<file path="src/rtl/l1_mem_rsp_router_pkg.sv">
`default_nettype none
// ============================================================================
//  Module      : l1_mem_rsp_router_pkg
//  Description : Shared L1 cache response-routing definitions. The request
//                arbiter and the response router both derive the tag select
//                field width and the per-target select codes from here, so
//                the two ends of the memory path always agree.
//  Revision    : 1.0 - initial release
// ============================================================================
package l1_mem_rsp_router_pkg;

    // Width of the select field appended to the L1 tag. It never drops below
    // one bit, so a single-target build still carries a select bit.
    function automatic int sel_bits_for(input int num_outputs);
        return (num_outputs > 1) ? $clog2(num_outputs) : 1;
    endfunction

    localparam int NUM_L1_OUTPUTS  = 2;
    localparam int L1_RSP_SEL_BITS = sel_bits_for(NUM_L1_OUTPUTS);

    // Select codes per L1 target, with every cache enabled. The optional
    // caches take the next free code in enable order.
    typedef enum logic [2:0] {
        ICACHE_RSP_SEL = 3'd0,
        DCACHE_RSP_SEL = 3'd1,
        TCACHE_RSP_SEL = 3'd2,
        RCACHE_RSP_SEL = 3'd3,
        OCACHE_RSP_SEL = 3'd4
    } l1_rsp_target_e;

endpackage : l1_mem_rsp_router_pkg
`default_nettype wire

</file>
<file path="src/rtl/l1_rsp_elastic_buf.sv">
`default_nettype none
// ============================================================================
//  Module      : l1_rsp_elastic_buf
//  Description : DEPTH-entry FIFO with a registered occupancy count. The head
//                entry comes straight from the storage registers. o_full is
//                derived only from the registered count, so a pop in the same
//                cycle never makes room for a push.
//  Ports       : clk, reset (async, active-high)
//                i_push / i_data   - write side (ignored while full)
//                o_full            - registered-count full flag
//                o_valid / o_data  - head entry
//                i_ready           - consumer ready; pops when o_valid
//  Revision    : 1.0 - initial release
// ============================================================================
module l1_rsp_elastic_buf #(
    parameter int WIDTH = 528,
    parameter int DEPTH = 2
) (
    input  logic             clk,
    input  logic             reset,
    input  logic             i_push,
    input  logic [WIDTH-1:0] i_data,
    output logic             o_full,
    output logic             o_valid,
    output logic [WIDTH-1:0] o_data,
    input  logic             i_ready
);

    localparam int                 c_ptr_w = $clog2(DEPTH);
    localparam int                 c_cnt_w = $clog2(DEPTH + 1);
    localparam logic [c_cnt_w-1:0] c_depth = c_cnt_w'(DEPTH);

    logic [WIDTH-1:0]   r_mem [DEPTH];
    logic [c_ptr_w-1:0] r_wr_ptr;
    logic [c_ptr_w-1:0] r_rd_ptr;
    logic [c_cnt_w-1:0] r_count;

    logic w_do_push;
    logic w_do_pop;

    assign o_full    = (r_count == c_depth);
    assign o_valid   = (r_count != '0);
    assign o_data    = r_mem[r_rd_ptr];
    assign w_do_push = i_push & ~o_full;
    assign w_do_pop  = o_valid & i_ready;

    // DEPTH is a power of two, so the pointers wrap naturally.
    always_ff @(posedge clk or posedge reset) begin
        if (reset) begin
            r_wr_ptr <= '0;
            r_rd_ptr <= '0;
            r_count  <= '0;
            for (int k = 0; k < DEPTH; k++) begin
                r_mem[k] <= '0;
            end
        end else begin
            if (w_do_push) begin
                r_mem[r_wr_ptr] <= i_data;
                r_wr_ptr        <= r_wr_ptr + 1'b1;
            end
            if (w_do_pop) begin
                r_rd_ptr <= r_rd_ptr + 1'b1;
            end
            if (w_do_push && !w_do_pop) begin
                r_count <= r_count + 1'b1;
            end else if (w_do_pop && !w_do_push) begin
                r_count <= r_count - 1'b1;
            end
        end
    end

endmodule : l1_rsp_elastic_buf
`default_nettype wire

</file>
<file path="src/rtl/l1_mem_rsp_router.sv">
`default_nettype none
// ============================================================================
//  Module      : l1_mem_rsp_router
//  Description : Routes single-stream memory responses back to the L1 caches.
//                The low SEL_BITS of the incoming tag choose the target; the
//                rest is the L1 tag handed to that target. Each target has
//                its own elastic buffer. Responses with an out-of-range
//                select are dropped, counted and flagged.
//  Ports       : clk, reset (async, active-high)
//                mem_rsp_valid/data/tag, mem_rsp_ready  - response input
//                l1_rsp_valid/data/tag, l1_rsp_ready    - per-target outputs,
//                                                         target i at slice i
//                bad_sel_count (saturating), bad_sel_err (sticky)
//                perf_rsp_count, perf_stall_cycles      - with perf enabled
//  Config      : define L1_RSP_ROUTER_PERF_EN to add the perf counters
//  Revision    : 1.0 - initial release
// ============================================================================
module l1_mem_rsp_router
    import l1_mem_rsp_router_pkg::*;
#(
    parameter  int NUM_OUTPUTS   = 2,
    parameter  int DATA_WIDTH    = 512,
    parameter  int TAG_OUT_WIDTH = 16,
    parameter  int BUF_DEPTH     = 2,
    parameter  int ERR_CNT_WIDTH = 8,
    localparam int SEL_BITS      = sel_bits_for(NUM_OUTPUTS),
    localparam int TAG_IN_WIDTH  = TAG_OUT_WIDTH + SEL_BITS
) (
    input  logic                               clk,
    input  logic                               reset,
    input  logic                               mem_rsp_valid,
    input  logic [DATA_WIDTH-1:0]              mem_rsp_data,
    input  logic [TAG_IN_WIDTH-1:0]            mem_rsp_tag,
    output logic                               mem_rsp_ready,
    output logic [NUM_OUTPUTS-1:0]             l1_rsp_valid,
    output logic [NUM_OUTPUTS*DATA_WIDTH-1:0]  l1_rsp_data,
    output logic [NUM_OUTPUTS*TAG_OUT_WIDTH-1:0] l1_rsp_tag,
    input  logic [NUM_OUTPUTS-1:0]             l1_rsp_ready,
    output logic [ERR_CNT_WIDTH-1:0]           bad_sel_count,
    output logic                               bad_sel_err
`ifdef L1_RSP_ROUTER_PERF_EN
    ,
    output logic [NUM_OUTPUTS*32-1:0]          perf_rsp_count,
    output logic [31:0]                        perf_stall_cycles
`endif
);

    localparam int c_entry_w = DATA_WIDTH + TAG_OUT_WIDTH;
    // One extra bit so the range compare is never trivially constant when
    // NUM_OUTPUTS fills the select field.
    localparam logic [SEL_BITS:0] c_num_outputs = NUM_OUTPUTS[SEL_BITS:0];

    logic [SEL_BITS-1:0]      w_sel;
    logic                     w_sel_ok;
    logic                     w_bad_drop;
    logic [NUM_OUTPUTS-1:0]   w_sel_hit;
    logic [NUM_OUTPUTS-1:0]   w_full;
    logic [NUM_OUTPUTS-1:0]   w_push;
    logic [c_entry_w-1:0]     w_entry;

    logic [ERR_CNT_WIDTH-1:0] r_bad_sel_count;
    logic                     r_bad_sel_err;

    assign w_sel    = mem_rsp_tag[SEL_BITS-1:0];
    assign w_sel_ok = ({1'b0, w_sel} < c_num_outputs);
    assign w_entry  = {mem_rsp_data, mem_rsp_tag[TAG_IN_WIDTH-1:SEL_BITS]};

    // Bad selects are always accepted so they cannot wedge the return path.
    assign mem_rsp_ready = w_sel_ok ? |(w_sel_hit & ~w_full) : 1'b1;
    assign w_bad_drop    = mem_rsp_valid & ~w_sel_ok;

    generate
        for (genvar i = 0; i < NUM_OUTPUTS; i++) begin : g_out
            logic [c_entry_w-1:0] w_head;

            assign w_sel_hit[i] = (w_sel == SEL_BITS'(i));
            assign w_push[i]    = mem_rsp_valid & w_sel_hit[i] & ~w_full[i];

            l1_rsp_elastic_buf #(
                .WIDTH (c_entry_w),
                .DEPTH (BUF_DEPTH)
            ) u_buf (
                .clk     (clk),
                .reset   (reset),
                .i_push  (w_push[i]),
                .i_data  (w_entry),
                .o_full  (w_full[i]),
                .o_valid (l1_rsp_valid[i]),
                .o_data  (w_head),
                .i_ready (l1_rsp_ready[i])
            );

            assign l1_rsp_data[i*DATA_WIDTH +: DATA_WIDTH]       = w_head[c_entry_w-1:TAG_OUT_WIDTH];
            assign l1_rsp_tag[i*TAG_OUT_WIDTH +: TAG_OUT_WIDTH]  = w_head[TAG_OUT_WIDTH-1:0];
        end
    endgenerate

    always_ff @(posedge clk or posedge reset) begin
        if (reset) begin
            r_bad_sel_count <= '0;
            r_bad_sel_err   <= 1'b0;
        end else if (w_bad_drop) begin
            r_bad_sel_err <= 1'b1;
            if (r_bad_sel_count != '1) begin
                r_bad_sel_count <= r_bad_sel_count + 1'b1;
            end
        end
    end

    assign bad_sel_count = r_bad_sel_count;
    assign bad_sel_err   = r_bad_sel_err;

`ifdef L1_RSP_ROUTER_PERF_EN
    logic [31:0] r_perf_stall_cycles;

    generate
        for (genvar p = 0; p < NUM_OUTPUTS; p++) begin : g_perf
            logic [31:0] r_perf_rsp_count;

            always_ff @(posedge clk or posedge reset) begin
                if (reset) begin
                    r_perf_rsp_count <= '0;
                end else if (w_push[p]) begin
                    r_perf_rsp_count <= r_perf_rsp_count + 1'b1;
                end
            end

            assign perf_rsp_count[p*32 +: 32] = r_perf_rsp_count;
        end
    endgenerate

    always_ff @(posedge clk or posedge reset) begin
        if (reset) begin
            r_perf_stall_cycles <= '0;
        end else if (mem_rsp_valid && !mem_rsp_ready) begin
            r_perf_stall_cycles <= r_perf_stall_cycles + 1'b1;
        end
    end

    assign perf_stall_cycles = r_perf_stall_cycles;
`else
    // Perf counters are not built in this configuration.
`endif

endmodule : l1_mem_rsp_router
`default_nettype wire

</file>
<file path="config.mk">
export PLATFORM = sky130hd
export DESIGN_NAME = l1_mem_rsp_router
export DESIGN_NICKNAME = d
export VERILOG_FILES = /design/src/rtl/l1_mem_rsp_router_pkg.sv /design/src/rtl/l1_rsp_elastic_buf.sv /design/src/rtl/l1_mem_rsp_router.sv
export SDC_FILE = /design/constraint.sdc
export NUM_CORES = 2
export LEC_CHECK = 0
export CAP_MARGIN = 30
export CELL_PAD_IN_SITES_DETAIL_PLACEMENT = 0
export CELL_PAD_IN_SITES_GLOBAL_PLACEMENT = 1
export CORE_AREA = 2 2 623 625
export CTS_BUF_LIST = sky130_fd_sc_hd__clkbuf_8
export CTS_CLUSTER_DIAMETER = 80
export CTS_CLUSTER_SIZE = 12
export DETAILED_ROUTE_END_ITERATION = 16
export DIE_AREA = 0 0 625 627
export PLACE_DENSITY_LB_ADDON = 0.1
export SLEW_MARGIN = 25
export SYNTH_ARGS = -nofsm -noshare
export SYNTH_HDL_FRONTEND = slang
export SYNTH_SLANG_ARGS = --single-unit
</file>
<file path="constraint.sdc">
create_clock -name clk -period 62.2 [get_ports clk]
set_clock_uncertainty 0.05 [all_clocks]
set_input_delay 6.22 -clock clk [delete_from_list [all_inputs] [get_ports clk]]
set_output_delay 6.22 -clock clk [all_outputs]
set_load 0.01 [all_outputs]
</file>
Word level (Yosys, flattened, before mapping):

Cells that the tools add are included.

* register bits after elaboration: 2120
* input port bits: 534
* output and inout port bits: 1068
* logic and storage cells: 74

* $add $sub $neg: 8
* magnitude comparators: 6
* equality and inequality tests: 2
* multiplexer cells: 16
* bitwise operators: 17
* reduce and logical (&&, ||, !) cells: 15

Operators with widths (count)
* $mux W528: 8
* $bwmux W1056: 2
* $demux W528 S1: 2
* $and A1 B1 Y1: 8
* $ge A2 B2 Y1 const B: 4
* $mux W2: 4
* $not A1 Y2: 4
* $reduce_bool A2 Y1: 4
* $logic_and A1 B1 Y1: 6
* $add A1 B1 Y1 const B: 4
* $add A2 B1 Y2 const B: 2
* $eq A2 B2 Y1 const B: 2
* $logic_not A1 Y1: 4
* $lt A2 B1 Y1 const B: 2
* $sub A2 B1 Y2 const B: 2
* $not A1 Y1: 3
* $and A2 B2 Y2: 1
* $not A2 Y2: 1
* $reduce_or A2 Y1: 1

Logic depth before layout (Yosys ltp):

* word-level depth: 8
* depth in mapped cells: 6
* gate-level depth less buffers: 6

Cells and area by module:

From an unflattened synthesis, not the netlist that was laid out.

* cells, all modules: 5681
* area total of the unflattened synthesis: 91457.7 sq um

Modules (own cells, without submodules)
* l1_rsp_elastic_buf: times used 2, cells an instance 2834, area each 45680.1 sq um, seq. area each 26525.4 sq um
* l1_mem_rsp_router: times used 1, cells an instance 13, area each 97.6 sq um, seq. area each 0.0 sq um

Worst setup path before layout:

OpenSTA, ideal clock, no wires.

* path type: in2out
* start point: in mem_rsp_tag[0]
* end point: out mem_rsp_ready
* data arrival time: 6.726 ns
* data required time: 55.930 ns
* setup slack: 49.204 ns
* cell stages on the path: 2
* buffers on the path: 1
* cell sequence: clkbuf_2 mux2_2

* longest elaborated chain between the ends: 3

Ends and longest elaborated chain
* start: declaration: line l1_mem_rsp_router.sv:33 `input logic [TAG_IN_WIDTH-1:0] mem_rsp_tag,`
* $not A1 Y1: line l1_mem_rsp_router.sv:76 `assign w_sel_hit[i] = (w_sel == SEL_BITS'(i));`
* $and A2 B2 Y2 (*): line l1_mem_rsp_router.sv:69 `assign mem_rsp_ready = w_sel_ok ? |(w_sel_hit & ~w_full) : 1'b1;`
* $reduce_or A2 Y1 (*): line l1_mem_rsp_router.sv:69
* end: declaration: line l1_mem_rsp_router.sv:34 `output logic mem_rsp_ready,`

Every way passes the cells marked *; elsewhere a longest branch is shown, timed or not.

Worst setup path in the final report:

Ends and elaborated chain as after synthesis.

==> out/results.md <==
## Status
- completed — status

## Synth
- multiplexers — main combinational cell family by area after synthesis
- 0 — Synth warnings
- mux2_2 — most frequently used cell type in the post-synthesis netlist
- mux2_2, dfrtp_1, buf_6 — leading post-synthesis cells by instance count
- dfrtp_1 — library cell with the largest summed area after synthesis
- 23 — distinct cell type count of the synthesized netlist
- 0 — number of enable-type register cells in the synthesized netlist
- 5681 — Cells after Synth
- 16.3 um^2 — post-synthesis area per instance
- 0.0271% — Post-Synth Adder-Cell Area
- 0.0949% — post-synthesis share of cell area spent on xor and xnor gates
- 38.6% — multiplexer share of the synthesized area
- 0.133% — Post-Synth Simple-Gate Area
- 100% — fraction of registers with async set or reset after synthesis
- 2120 — number of storage elements in the synthesis netlist
- 0.0923 mm^2 — post-synthesis instance area
- 57.5% — sequential cell area fraction in the yosys report
- dfrtp_1, mux2_2, buf_6 — cell types occupying the most area after synthesis
- 57.5% — area fraction of the dominant cell type after synthesis
- dfrtp_1 — prevailing post-synth register cell
- 0% — area fraction in compound gates after synthesis

## Placement
- 250 mm — DP HPWL
- 1592 — Port Buffer Count
- 47.84 ns — pre-CTS setup slack
- 12067 — Placed Cells incl. Taps
- 0.112 mm^2 — Placement Cell Area
- 0.773 — routability cong.

## Clock network
- 203 — TritonCTS Buffers
- 0 — cts repair resizes
- 4 — maximum clock path buffer count
- 0 — buffers inserted by post-CTS timing repair
- clkbuf_8 — clock tree root buffer cell
- yes — clock tree from TritonCTS
- 0.09 ns — CTS clock-pin slew for the worst setup and hold paths
- 4 — H-tree lvl count
- 0 — hold-fix buffer count after cts
- 2120 — CTS sink cnt
- 1.07 ns — worst-skew pair later-pin latency

## Floorplanning
- 0.385 mm^2 — area inside the core boundary
- 228 — Row Count
- 0.392 mm^2 — Die Footprint
- 625 um — die extent in x
- 627 um — Die Y
- 1602 — number of placed I/O pins
- 24.0% — Starting Density

## Global routing
- 58453 — number of global-route vias before repair
- 161 — largest net degree at the start of global routing
- 171 — number of antenna violations at the first check in global routing
- 483 mm — wire length of the first global-routing pass
- 17.4% — GRT Util Overall
- 0 — Overflow after GRT

## Worst setup path
- 8.07 ns — data arrival time of the worst path
- 0.94 ns — Critical Path Max Stage Delay
- 7 — largest fanout on the critical path
- 55.93 ns — required time of the worst setup path
- input pin — crit path launch type
- 9 — number of cells on the worst reg-to-reg path
- clkdlybuf4s50_1, mux2_2, clkdlybuf4s50_1 — Critical Path, Cell by Cell
- clkdlybuf4s50_1 — slowest cell on the critical path
- input pin to output port — startpoint-to-endpoint class of the critical path
- clkdlybuf4s50_1 — most frequent CP cell
- output port — Worst Setup End Kind

## Pwr
- 47.1 nW — leakage dissipation
- 0.0353 mV — Worst VDD drop
- 6.91 mW — Final Power
- 59.6 mW/mm^2 — power density normalized to cell area

## Layout
- 7758 — post-layout net count
- 0.116 mm^2 — Finished Cell Area
- 12373 — Final Instance Count excl. Fillers
- 47.7% — layout cells sized above 1
- 25.5% — signed area change from the synthesized netlist to the final layout
- 30.1% — final design utilization
- 38302 — fillcell total

## Timing
- false — RSZ-0062 raised after global routing
- 14.34 ns — shortest clock period the worst path allows after layout
- 47.86 ns — min setup slack post-route
- 0 — number of slew-limit violations in the final report
- 0.436 ns — worst hold slack across all endpoints
- 1.03 ns — actual slew at the worst max-slew pin
- 0 ns — post-route setup TNS
- 23.1% — part of the cycle the worst path needs
- 0 — count of final setup violators
- 0 — final count of hold timing violations
- 69.7 MHz — maximum achievable frequency
- 31.2% — Rel. slew slack

## Job
- 0 — number of maximum-capacitance violations

## Drt
- 352 mm — drt total wl
- 0 — number of remaining DRC errors
- 53794 — total via count in the routed design
- 1691 — first-iteration detailed-routing DRC count
- 0 — antenna-violating nets left
- 28.4 um — post-DR wirelength/cell
- 4 — first-pass iteration count of the detailed router
- 4.35 — vias per cell

## Hold path
- flip-flop to flip-flop — type of the worst min-delay path
- 1 — worst hold path cell count

per-layer routing:
layer / wire length (um) / global-route usage, % / up-vias
met5: 366 / 0 / -
met4: 14400 / 6.04 / 58
met3: 29400 / 6.53 / 592
met1: 129000 / 18.7 / 28388
li1: - / - / 23424
met2: 179000 / 31.2 / 1332
cells by family after synthesis:
kind of cell             after synthesis
AND/OR/NAND/NOR                       14
buffers and inverters                365
XOR/XNOR                              10
adder cells (fa/ha/maj)                2
flip-flops                          2120
other                                  1
multiplexers                        3169
cell usage in the layout, fill, tap and decap left out, types with 5 or more instances in the layout:
cell type and count:
clkdlybuf4s50_1 1592, diode_2 51, buf_6 7, mux2_1 50
buf_16 9, conb_1 9, dfrtp_1 2118, mux2_2 3119
buf_12 19, buf_4 64, inv_1 14, clkbuf_8 218
xnor2_1 5, xor2_1 5
layout make-up:
type | count | area (um^2) | share of cell area, %
Antenna cell | 51 | 128 | 0.110
Sequential cell | 2120 | 53100 | 45.8
Inverter | 2 | 11.3 | 0.00972
Timing Repair Buffer | 1691 | 17100 | 14.8
Clock inverter | 27 | 233 | 0.201
Tap cell | 5060 | 6330 | 5.46
Multi-Input combinational cell | 3204 | 36000 | 31.1
Clock buffer | 218 | 3000 | 2.59
final timing paths:
kind / startpoint / to / slack [ns]
worst min-delay path: g_out[0].u_buf.r_mem[951]$_DFFE_PP0P_ / g_out[0].u_buf.r_mem[951]$_DFFE_PP0P_ / 0.44
min in group asynchronous: reset / g_out[0].u_buf.r_mem[444]$_DFFE_PP0P_ / 5.40
worst max-delay path: mem_rsp_tag[0] / mem_rsp_ready / 47.86
worst min register to register: g_out[0].u_buf.r_mem[951]$_DFFE_PP0P_ / g_out[0].u_buf.r_mem[951]$_DFFE_PP0P_ / 0.44
max in group asynchronous: reset / g_out[0].u_buf.r_mem[203]$_DFFE_PP0P_ / 52.95
worst max register to register: g_out[1].u_buf.r_count[0]$_DFFE_PP0P_ / g_out[1].u_buf.r_mem[832]$_DFFE_PP0P_ / 56.70
power breakdown:
group / total (mW) / switching, mW / internal, mW
Combinational: 3.68 / 1.68 / 2.00
Sequential: 2.40 / 0.317 / 2.08
Clock: 0.836 / 0.513 / 0.323
Total: 6.91 / 2.51 / 4.40
state kept, by name (all words and copies together), names as in the netlist:
signal                cells
g_out.u_buf.r_mem      2112
g_out.u_buf.r_wr_ptr      2
g_out.u_buf.r_count       4
g_out.u_buf.r_rd_ptr      2
worst max-delay path, delay by kind of cell:
family | cells | cell delay, ns
buf+inv | 2 | 1.43
mux | 1 | 0.41
(Power assumes the default switching activity.)
